**config.mk**
```make
export PLATFORM = sky130hd
export DESIGN_NAME = nibble_serial_adder
export DESIGN_NICKNAME = d
export VERILOG_FILES = /design/src/rtl/adder_pkg.sv /design/src/rtl/parallel_adder.sv /design/src/rtl/nibble_serial_adder.sv
export SDC_FILE = /design/constraint.sdc
export NUM_CORES = 1
export LEC_CHECK = 0
export CAP_MARGIN = 20
export CORE_MARGIN = 2
export CORE_UTILIZATION = 45
export DETAILED_ROUTE_END_ITERATION = 12
export PLACE_DENSITY = 0.86
export SLEW_MARGIN = 40
export SYNTH_ARGS = -nofsm -noshare
export SYNTH_HDL_FRONTEND = slang
export SYNTH_SLANG_ARGS = --single-unit
```
**constraint.sdc**
```tcl
create_clock -name clk -period 3 [get_ports clk]
set_input_delay 0.3 -clock clk [delete_from_list [all_inputs] [get_ports clk]]
set_output_delay 0.3 -clock clk [all_outputs]
set_load 0.02 [all_outputs]
```
**src/rtl/adder_pkg.sv**
```systemverilog
// adder_pkg: shared FSM state type and slice width for the nibble-serial adder
package adder_pkg;
   localparam int SLICE_W = 4;
   typedef enum logic [1:0] {IDLE, RUN, DONE} state_t;
endpackage

```
**src/rtl/parallel_adder.sv**
```systemverilog
// parallel_adder: 4-bit ripple-carry adder (a, b, cin -> sum, cout)
module parallel_adder
   import adder_pkg::*;
(
   input  logic [SLICE_W-1:0] a,
   input  logic [SLICE_W-1:0] b,
   input  logic               cin,
   output logic [SLICE_W-1:0] sum,
   output logic               cout
);
   logic c;
   always_comb begin
      sum = '0;
      c = cin;
      for (int i = 0; i < SLICE_W; i++) begin
         sum[i] = a[i] ^ b[i] ^ c;
         c = (a[i] & b[i]) | (c & (a[i] ^ b[i]));
      end
      cout = c;
   end
endmodule

```
**src/rtl/nibble_serial_adder.sv**
```systemverilog
// nibble_serial_adder: adds two W=4*NIBBLES operands one nibble per clock.
// Ports: clk, rst_n (async active-low); in_valid/in_ready/a/b/cin operand request;
// out_valid/out_ready/sum/cout result; busy high while slices are being added.
// Optional NIBBLE_SERIAL_ADDER_SAT_EN: sum saturates to all ones on final carry.
module nibble_serial_adder
   import adder_pkg::*;
#(
   parameter int NIBBLES = 4
) (
   input  logic                    clk,
   input  logic                    rst_n,
   input  logic                    in_valid,
   output logic                    in_ready,
   input  logic [SLICE_W*NIBBLES-1:0] a,
   input  logic [SLICE_W*NIBBLES-1:0] b,
   input  logic                    cin,
   output logic                    out_valid,
   input  logic                    out_ready,
   output logic [SLICE_W*NIBBLES-1:0] sum,
   output logic                    cout,
   output logic                    busy
);
   localparam int W  = SLICE_W * NIBBLES;
   localparam int IW = NIBBLES > 1 ? $clog2(NIBBLES) : 1;
   state_t state, state_d;
   logic [IW-1:0] idx;
   logic [W-1:0] a_q, b_q, sum_q;
   logic carry_q, cout_q, last, c_slice;
   logic [SLICE_W-1:0] s_slice;
   assign last = idx == IW'(NIBBLES - 1);
   parallel_adder u_slice (
      .a   (a_q[SLICE_W*idx +: SLICE_W]),
      .b   (b_q[SLICE_W*idx +: SLICE_W]),
      .cin (carry_q),
      .sum (s_slice),
      .cout(c_slice)
   );
   always_comb begin
      state_d = state;
      case (state)
         IDLE:    state_d = in_valid ? RUN : IDLE;
         RUN:     state_d = last ? DONE : RUN;
         DONE:    state_d = out_ready ? IDLE : DONE;
         default: state_d = IDLE;
      endcase
   end
   always_ff @(posedge clk or negedge rst_n)
      if (!rst_n) state <= IDLE;
      else state <= state_d;
   always_ff @(posedge clk or negedge rst_n) begin
      if (!rst_n) begin
         a_q     <= '0;
         b_q     <= '0;
         sum_q   <= '0;
         idx     <= '0;
         carry_q <= 1'b0;
         cout_q  <= 1'b0;
      end else begin
         case (state)
            IDLE: if (in_valid) begin
               a_q     <= a;
               b_q     <= b;
               carry_q <= cin;
               idx     <= '0;
               sum_q   <= '0;
               cout_q  <= 1'b0;
            end
            RUN: begin
               sum_q[SLICE_W*idx +: SLICE_W] <= s_slice;
               carry_q <= c_slice;
               // idx returns to 0 on the last slice so it never wraps past NIBBLES-1
               idx <= last ? '0 : idx + IW'(1);
               if (last) begin
                  cout_q <= c_slice;
`ifdef NIBBLE_SERIAL_ADDER_SAT_EN
                  // later assignment overrides the slice write above
                  if (c_slice) sum_q <= '1;
`endif
               end
            end
            default: ;
         endcase
      end
   end
   assign in_ready  = state == IDLE;
   assign busy      = state == RUN;
   assign out_valid = state == DONE;
   assign sum       = sum_q;
   assign cout      = cout_q;
endmodule

```
# Yosys cells after proc, flatten, opt, wreduce, memory -nomap -nowiden

Index checks and enable logic that the tools add are counted.

Input bits: 37
Word-level logic and storage cells: 58
Output and inout port bits: 20
Bits in registers: 54

Add/sub/neg operators: 2
Bitwise operators: 20
Eq/ne operators: 5
Shift operators: 4
Reduce and logical (&&, ||, !) cells: 5
Muxes and demuxes: 15

Operators with widths:

| operator                | number |
|---|---|
| $neg 4->34              | 1 |
| $shift 4x34->16 const A | 1 |
| $shiftx 4x34->16        | 1 |
| $pmux 16 s2             | 1 |
| $shiftx 16x5->4         | 2 |
| $bwmux 16               | 1 |
| $mux 16                 | 1 |
| $and 1x1->1             | 8 |
| $mux 2                  | 4 |
| $xor 1x1->1             | 8 |
| $pmux 2 s3              | 1 |
| $eq 2x2->1 const B      | 2 |
| $mux 1                  | 4 |
| $or 1x1->1              | 4 |
| $pmux 1 s2              | 2 |
| $pmux 2 s2              | 1 |
| $reduce_and 2->1        | 2 |
| $reduce_and 3->1        | 1 |
| $add 2x1->2 const B     | 1 |
| $eq 2x1->1 const B      | 1 |
| $logic_not 2->1         | 1 |
| $ne 2x1->1 const B      | 1 |
| $ne 2x2->1 const B      | 1 |
| $reduce_bool 2->1       | 1 |

# Logic depth before layout (Yosys ltp)

Gate-level depths: netlist of run 1.

Depth after elaboration: 12
Depth in mapped cells: 13
Mapped depth without buffers: 11

# Hierarchy

Synthesis of run 1 repeated with hierarchy kept, for this count alone.

Cell total of the unflattened synthesis: 242
Area, all modules: 2,623.8 um^2

By module, submodules not included:

| module              | seq. area each (um^2) | area each (um^2) | cells an instance | times used |
|---|---|---|---|---|
| nibble_serial_adder | 1,351.3               | 2,506.2          | 228               | 1 |
| parallel_adder      | 0.0                   | 117.6            | 14                | 1 |

# Least setup slack after synthesis of run 1

Ideal clock, no wire load.

Path kind: flip-flop to flip-flop
Start: reg idx[0]
End: reg cout_q, in the netlist cout
Buffers on the path: 2
Arrival: 2.808 ns
Stages on the path, launching flop included: 14
Setup slack: 0.067 ns
Setup time: 0.125 ns
Data required time: 2.875 ns
Clock period less this slack: 2.933 ns
Path through: dfrtp_1 > buf_2 > buf_4 > mux4_2 > inv_1 > fa_1 > inv_1 > fa_1 > inv_1 > fa_1 > inv_1 > fa_1 > and2_1 > mux2_2

Longest elaborated chain between the ends: 12
Elaborated cells on any way between the ends: 23
Those cells by class: 2 x eq/ne; 2 x shift; 2 x mux; 16 x bitwise; 1 x reduce/logical

RTL lines:

| element                            | RTL line                                             | source |
|---|---|---|
| from (decl)                        | nibble_serial_adder.sv:26                            | `logic [IW-1:0] idx;` |
| from (signal assigned)             | nibble_serial_adder.sv:72                            | `idx <= last ? '0 : idx + IW'(1);` |
| $shiftx 16x5->4 (on tied branches) | nibble_serial_adder.sv:32, nibble_serial_adder.sv:33 |  |
| $xor 1x1->1                        | parallel_adder.sv:17                                 | `c = (a[i] & b[i]) \| (c & (a[i] ^ b[i]));` |
| $and 1x1->1                        | parallel_adder.sv:17                                 |  |
| $or 1x1->1                         | parallel_adder.sv:17                                 |  |
| $and 1x1->1                        | parallel_adder.sv:17                                 |  |
| $or 1x1->1                         | parallel_adder.sv:17                                 |  |
| $and 1x1->1                        | parallel_adder.sv:17                                 |  |
| $or 1x1->1                         | parallel_adder.sv:17                                 |  |
| $and 1x1->1                        | parallel_adder.sv:17                                 |  |
| $or 1x1->1                         | parallel_adder.sv:17                                 |  |
| $mux 1                             | nibble_serial_adder.sv:73                            | `if (last) begin` |
| $pmux 1 s2                         | nibble_serial_adder.sv:59                            | `case (state)` |
| to (signal assigned)               | nibble_serial_adder.sv:74                            | `cout_q <= c_slice;` |
| to (decl)                          | nibble_serial_adder.sv:28                            | `logic carry_q, cout_q, last, c_slice;` |

Parallel ways exist; a longest one is shown, timed or not. The select of a mux whose other input is x is not followed.
A chain may end at the register's enable or synchronous reset.

# Final worst setup path of run 1

Ends and elaborated chain as after synthesis.

==> out/results.tsv, run 1 <==
stage	metric	value	unit
detailed_routing	initial DRC count	30	
logic_synthesis	post-synthesis async set-or-reset flop share	100	%
placed_design	GP Congestion	0.847	
detailed_routing	DR WL met2	2490	um
detailed_routing	DR WL met3	250	um
detailed_routing	drt total wl	4950	um
placed_design	DP Cell Count	297	
pwr	leakage power figure	0.00140	uW
logic_synthesis	post-synth net total	217	
sta	Slew Limit Fails	0	
floorplan	total I/O pin count	57	
logic_synthesis	post-synthesis sequential area ratio	53.9	%
sta	fmax	0.353	GHz
placed_design	dpl cell area	3130	um^2
placed_design	Detail Placement HPWL	3780	um
detailed_routing	DRC	0	
cells_and_area	share of layout cells above drive strength 1	25.6	%
pwr	Switching Fraction	38.6	%
cells_and_area	area of the multi-input gates	1040	um^2
logic_synthesis	largest family of logic cells by synthesized area	multiplexers	
pwr	clock network fraction of design power	12.6	%
sta	relative slew slack	69.1	%
clock_tree	H-tree depth	2	
floorplan	area of the core	5440	um^2
sta	fin crit share	94.5	%
clock_tree	Clock Latency Late Sink	0.30	ns
cells_and_area	synth-to-layout area growth	29.5	%
detailed_routing	Vias/cell	5.26	
detailed_routing	Metal-1 WL	2160	um
pwr	power per cell area	1160	nW/um^2
critical_path	CP max FO	4	
cells_and_area	Final Instance Area	3250	um^2
sta	Tightest Pin Transition	0.464	ns
logic_synthesis	Post-synth top flop	dfrtp_1	
floorplan	Starting Density	46.1	%
pwr	total internal power	2310	uW
job	Max-Cap Viols	0	
logic_synthesis	Synth Area in XOR/XNOR	0	%
floorplan	Die Span X	78.7	um
clock_tree	hold_buf cts	0	
cells_and_area	Seq. cell area	1350	um^2
global_routing	grt total ovfl	0	
cells_and_area	Post-layout nets	278	
global_routing	initial antenna violation count	0	
logic_synthesis	Avg Cell Area, Syn	14.6	um^2
clock_tree	post-cts sizing count	0	
cells_and_area	n_diodes	0	
clock_tree	clk sinks	54	
pwr	Seq pwr share	34.4	%
sta	worst hold slack	0.490	ns
critical_path	Worst Setup End Kind	flop	
sta	Final Hold Vio Count	0	
sta	final setup vio count	0	
floorplan	die area	6190	um^2
floorplan	Die Span Y	78.7	um
critical_path	CP Launch Type	flop	
logic_synthesis	Ys Warns	0	
sta	post-layout min period	2.83	ns
logic_synthesis	Post-Syn Instances	172	
global_routing	first-pass GRT wire length	8060	um
pwr	sw power	1450	uW
global_routing	gr usage total	17.2	%
critical_path	CP Data Arrival Time	3.02	ns
sta	RSZ-0062 raised after global routing	no	
logic_synthesis	Synth Register Bits	54	
logic_synthesis	mux share of post-synthesis cell area	22.0	%
pwr	Logic pwr share	53.0	%
clock_tree	clk slew on worst S/H paths	0.09	ns
clock_tree	CTS Buf Count	5	
clock_tree	clock root buffer	clkbuf_8	
logic_synthesis	Post-Syn Area	2510	um^2
logic_synthesis	Netlist cell types	31	
outcome	status	complete, no violations	
sta	Fin Clk Skew	0.00456	ns
global_routing	pin count of the biggest net entering global routing	39	
clock_tree	postcts setup bufs	0	
logic_synthesis	post-synthesis compound-gate area fraction	8.38	%
sta	Sum Neg Setup Slack	0	ns
min_path	Hold Path Class	in2async	
logic_synthesis	Synth Area in Simple Gates	5.74	%
clock_tree	CTS tree	built	
logic_synthesis	area share of fa/ha/maj cells after synthesis	5.19	%
logic_synthesis	leading area contributor after synthesis	dfrtp_1	
detailed_routing	DR WL/cell	16.2	um
detailed_routing	antenna viol nets, final	0	
global_routing	vias in the first global route	1638	
critical_path	Crit path required time	3.19	ns
detailed_routing	DR vias	1609	
critical_path	Crit Path Class	reg2reg	
placed_design	port bufs	56	
floorplan	num rows	27	
logic_synthesis	top cells by area, synth	dfrtp_1 54%, mux2_2 15%, mux4_2 7.2%	
logic_synthesis	share of the synthesized area in the top cell type	53.9	%
detailed_routing	top sig layer	met4	
detailed_routing	Pre-antenna DRT Iters	4	
logic_synthesis	Post-synth EDFFs	0	
clock_tree	Clock Path Buffers	2	
cells_and_area	Post-Layout Cell Count	306	
cells_and_area	# fillers	413	
pwr	Worst VDD drop	622	uV
==> worst max-delay path, stage by stage (launching register included) <==
cell and delay, ns:
dfrtp_1 0.44, mux4_2 0.52, inv_1 0.10, fa_1 0.17, inv_1 0.05, fa_1 0.36, inv_1 0.09, fa_1 0.16
inv_1 0.05, fa_1 0.35, and2_1 0.16, mux2_2 0.27
==> cells in the final DEF (no fill, tap or decap), types with 2 or more instances in the layout <==
cell type         n
clkdlybuf4s50_1  55
dfrtp_1          54
mux2_2           33
inv_1            12
a22o_1            9
mux4_2            8
o2bb2ai_1         8
buf_4             7
nand2_1           6
clkbuf_8          5
a21o_1            4
fa_1              4
ha_1              4
o31ai_1           2
nor4_1            2
and3_1            2
nand3_1           2
clkinv_2          2
==> cell type report <==
class,instances,area share [%]
tap,72,2.77
inverter,12,1.39
multi-input combinational,97,32.0
clock buffer,5,2.12
sequential,54,41.6
clock inverter,3,1.23
timing repair buffer,63,18.9
==> Yosys cell counts (2+ instances only) <==
library cell,n
ha_1,4
dfrtp_1,54
o2bb2ai_1,8
mux4_2,8
nor4_1,2
o31ai_1,2
fa_1,4
a22o_1,9
a21o_1,4
buf_4,3
nand2_1,6
nand3_1,2
inv_1,12
buf_6,4
mux2_2,33
and3_1,2
==> worst paths after layout <==
check	slack [ns]	to	cells after the start	startpoint
max	0.17	cout	11	idx[0]
min	0.49	b_q[13]	2	rst_n
max reg2reg	0.17	cout	11	idx[0]
min reg2reg	0.50	sum[10]	1	sum[10]
max in group asynchronous	1.99	a_q[12]	3	rst_n
min in group clk	0.50	sum[10]	1	sum[10]
==> power by group through the flow <==
| stage | combinational, uW | sequential, uW | clock, uW |
|---|---|---|---|
| after floorplan | 1360 | 1280 | 0 |
| after global routing | 2160 | 1340 | 514 |
| after detailed placement | 1990 | 1310 | 0 |
| final | 1990 | 1290 | 475 |
| after CTS | 2000 | 1300 | 486 |
| after global placement | 1910 | 1300 | 0 |
==> kinds of logic after synthesis <==
family,Yosys count
DFF,54
muxes,41
AOI/OAI and AO/OA,25
and+or+nand+nor,23
buffers and inverters,21
adders and majority gates,8
==> registers in the layout, indices dropped and copies added (netlist names) <==
register	flops
a_q	16
b_q	16
sum	16
idx	2
state	2
carry_q	1
cout	1
==> routing by layer <==
layer  vias up  global-route usage, %
li1        749                      -
met2        48                   28.4
met3         5                   4.60
met1       807                   22.2
met5         -                      0
met4         0                   5.79
==> through the flow <==
stage	util [%]	total power, uW	setup slack [ns]
floorplan	-	2640	0.0674
global placement	57.5	3220	0.327
detailed placement	57.5	3300	0.192
CTS	59.5	3790	0.155
global route	59.7	4010	0.0227
finish	59.7	3760	0.166
Note: power is estimated with default switching activity, not from simulation.
==> run 2: changes to the inputs <==
Settings changed: CTS_CLUSTER_DIAMETER from default to 120.
==> results of run 2 <==
Same layout as run 1: the final DEF is identical, and so are final timing and power.
==> run 3: changes to the inputs <==
Settings changed: PLACE_DENSITY 0.86 to 0.83.
Clock period 3 ns to 3.5 ns, I/O delays scaled along.
==> out/results.tsv, run 3 (synthesis gave the netlist of run 1 again) <==
stage	metric	value	unit
detailed_routing	DR vias	1638	
critical_path	critical register-to-register path startpoint	idx[0]	
critical_path	CP max-delay cell	dfrtp_1	
critical_path	CP Launch Type	flop	
clock_tree	H-tree depth	2	
global_routing	GR Util met2	28.0	%
placed_design	port bufs	56	
job	Max-Cap Viols	0	
critical_path	CP delay by family, top	adder cells	
sta	fmax	0.338	GHz
sta	Sum Neg Setup Slack	0	ns
clock_tree	clk sinks	54	
detailed_routing	DR WL/cell	16.2	um
sta	worst hold slack	0.0435	ns
pwr	leakage power figure	0.00137	uW
clock_tree	hold_buf cts	0	
floorplan	num rows	27	
critical_path	worst reg2reg path depth	11	
floorplan	Die Span Y	78.7	um
pwr	power per cell area	987	nW/um^2
floorplan	area of the core	5440	um^2
critical_path	reg-to-reg endpoint	cout	
sta	Fin Clk Skew	0.00467	ns
global_routing	GR Util met1	24.1	%
global_routing	vias in the first global route	1660	
detailed_routing	DRC	0	
outcome	status	complete, no violations	
detailed_routing	Pre-antenna DRT Iters	4	
clock_tree	clk slew on worst S/H paths	0.09	ns
sta	Tightest Pin Transition	0.597	ns
min_path	Hold Path Class	in2async	
placed_design	pre-CTS worst setup slack	0.525	ns
clock_tree	CTS tree	built	
clock_tree	post-cts sizing count	0	
critical_path	CP max FO	9	
clock_tree	postcts setup bufs	0	
cells_and_area	most frequent cells in the layout	55 x clkdlybuf4s50_1, 54 x dfrtp_1, 33 x mux2_2	
detailed_routing	drt total wl	4900	um
global_routing	Most Crowded Layer GR	met2	
critical_path	Critical Path Source	idx[0]	
placed_design	Detail Placement HPWL	3750	um
global_routing	initial antenna violation count	0	
sta	final setup vio count	0	
sta	fin worst setup slack	0.546	ns
clock_tree	clock root buffer	clkbuf_8	
global_routing	first-pass GRT wire length	8270	um
cells_and_area	# fillers	442	
global_routing	M3 GR Usage	4.25	%
sta	Slew Limit Fails	0	
critical_path	critical path cell sequence	mux4_2, inv_1, fa_1, inv_1, fa_1, inv_1, fa_1, inv_1, fa_1, and2_1, mux2_2	
cells_and_area	Post-Layout Cell Count	302	
detailed_routing	antenna viol nets, final	0	
global_routing	pin count of the biggest net entering global routing	50	
cells_and_area	Post-layout nets	274	
sta	fin crit share	84.4	%
clock_tree	CTS Buf Count	5	
critical_path	Setup crit end	cout	
sta	Final Hold Vio Count	0	
floorplan	die area	6190	um^2
cells_and_area	commonest non-fill, non-tap cell in the layout	clkdlybuf4s50_1	
pwr	total power	3180	uW
placed_design	DP Cell Count	294	
floorplan	Die Span X	78.7	um
placed_design	GP Congestion	0.825	
pwr	Worst VDD drop	503	uV
critical_path	Crit path required time	3.70	ns
critical_path	Crit path buffers/inverters	4	
critical_path	CP Data Arrival Time	3.16	ns
critical_path	Stages on worst setup path	11	
clock_tree	Clock Latency Late Sink	0.31	ns
cells_and_area	synth-to-layout area growth	28.3	%
sta	post-layout min period	2.95	ns
critical_path	slowest stage delay, CP	0.60	ns
detailed_routing	initial DRC count	102	
critical_path	Worst Setup End Kind	flop	
critical_path	Crit Path Class	reg2reg	
floorplan	total I/O pin count	57	
critical_path	Reg2Reg Setup Slack	0.55	ns
global_routing	grt total ovfl	0	
cells_and_area	n_diodes	0	
clock_tree	Clock Path Buffers	2	
sta	relative slew slack	60.2	%
sta	RSZ-0062 raised after global routing	no	
global_routing	gr usage total	17.6	%
detailed_routing	Vias/cell	5.42	
floorplan	Starting Density	46.1	%
cells_and_area	share of layout cells above drive strength 1	24.3	%
==> run 3: cell types whose count changed in the layout (fill, tap and decap cells not counted) <==
cell	previous run	this run
clkinvlp_4	0	1
clkbuf_1	0	1
clkinv_2	2	0
dlygate4sd3_1	1	0
buf_4	7	4
==> run 3: how the worst min path moves through the flow <==
stage,start,endpoint,slack (ns),depth (start not counted)
5_1_grt,rst_n,b_q[13],0.09,1
3_3_place_gp,sum[0],sum[0],0.47,1
4_1_cts,rst_n,b_q[15],0.07,1
6_report,rst_n,b_q[15],0.04,1
2_1_floorplan,rst_n,a_q[0],0.05,0
3_5_place_dp,rst_n,b_q[15],0.40,1
==> run 3: metal layers <==
metal  wire length [um]  vias to the layer above
met3                229                       10
met2               2440                       50
met1               2140                      830
met4                 91                        0
met5                  0                        -
li1                   -                      748
==> run 3: report_power, final <==
group          total (uW)  switching, uW  internal [uW]  leakage (uW)
registers            1130            218            907      0.000672
clock network         414            200            214     0.0000514
logic                1640            801            837      0.000648
==> run 3: through the flow <==
step / area [um^2] / util (%)
after floorplan: 2510 / -
after global placement: 3110 / 57.1
after detailed placement: 3110 / 57.1
after CTS: 3220 / 59.2
after global routing: 3220 / 59.2
final: 3220 / 59.2
==> run 3: layout make-up <==
type	count	area (um^2)	share of cell area, %
tap	72	90.1	2.80
clock inverter	2	37.5	1.17
multi-input combinational	97	1040	32.3
timing repair buffer	59	581	18.0
inverter	12	45.0	1.40
sequential	54	1350	42.0
clock buffer	6	72.6	2.26
==> run 3: worst reg2reg max path: cells and delay by family, from the launching register on <==
kind / cells / cell delay, ns
flip-flops: 1 / 0.60
multiplexers: 2 / 0.80
AND/OR/NAND/NOR: 1 / 0.15
buffers and inverters: 4 / 0.27
adder cells (fa/ha/maj): 4 / 1.02
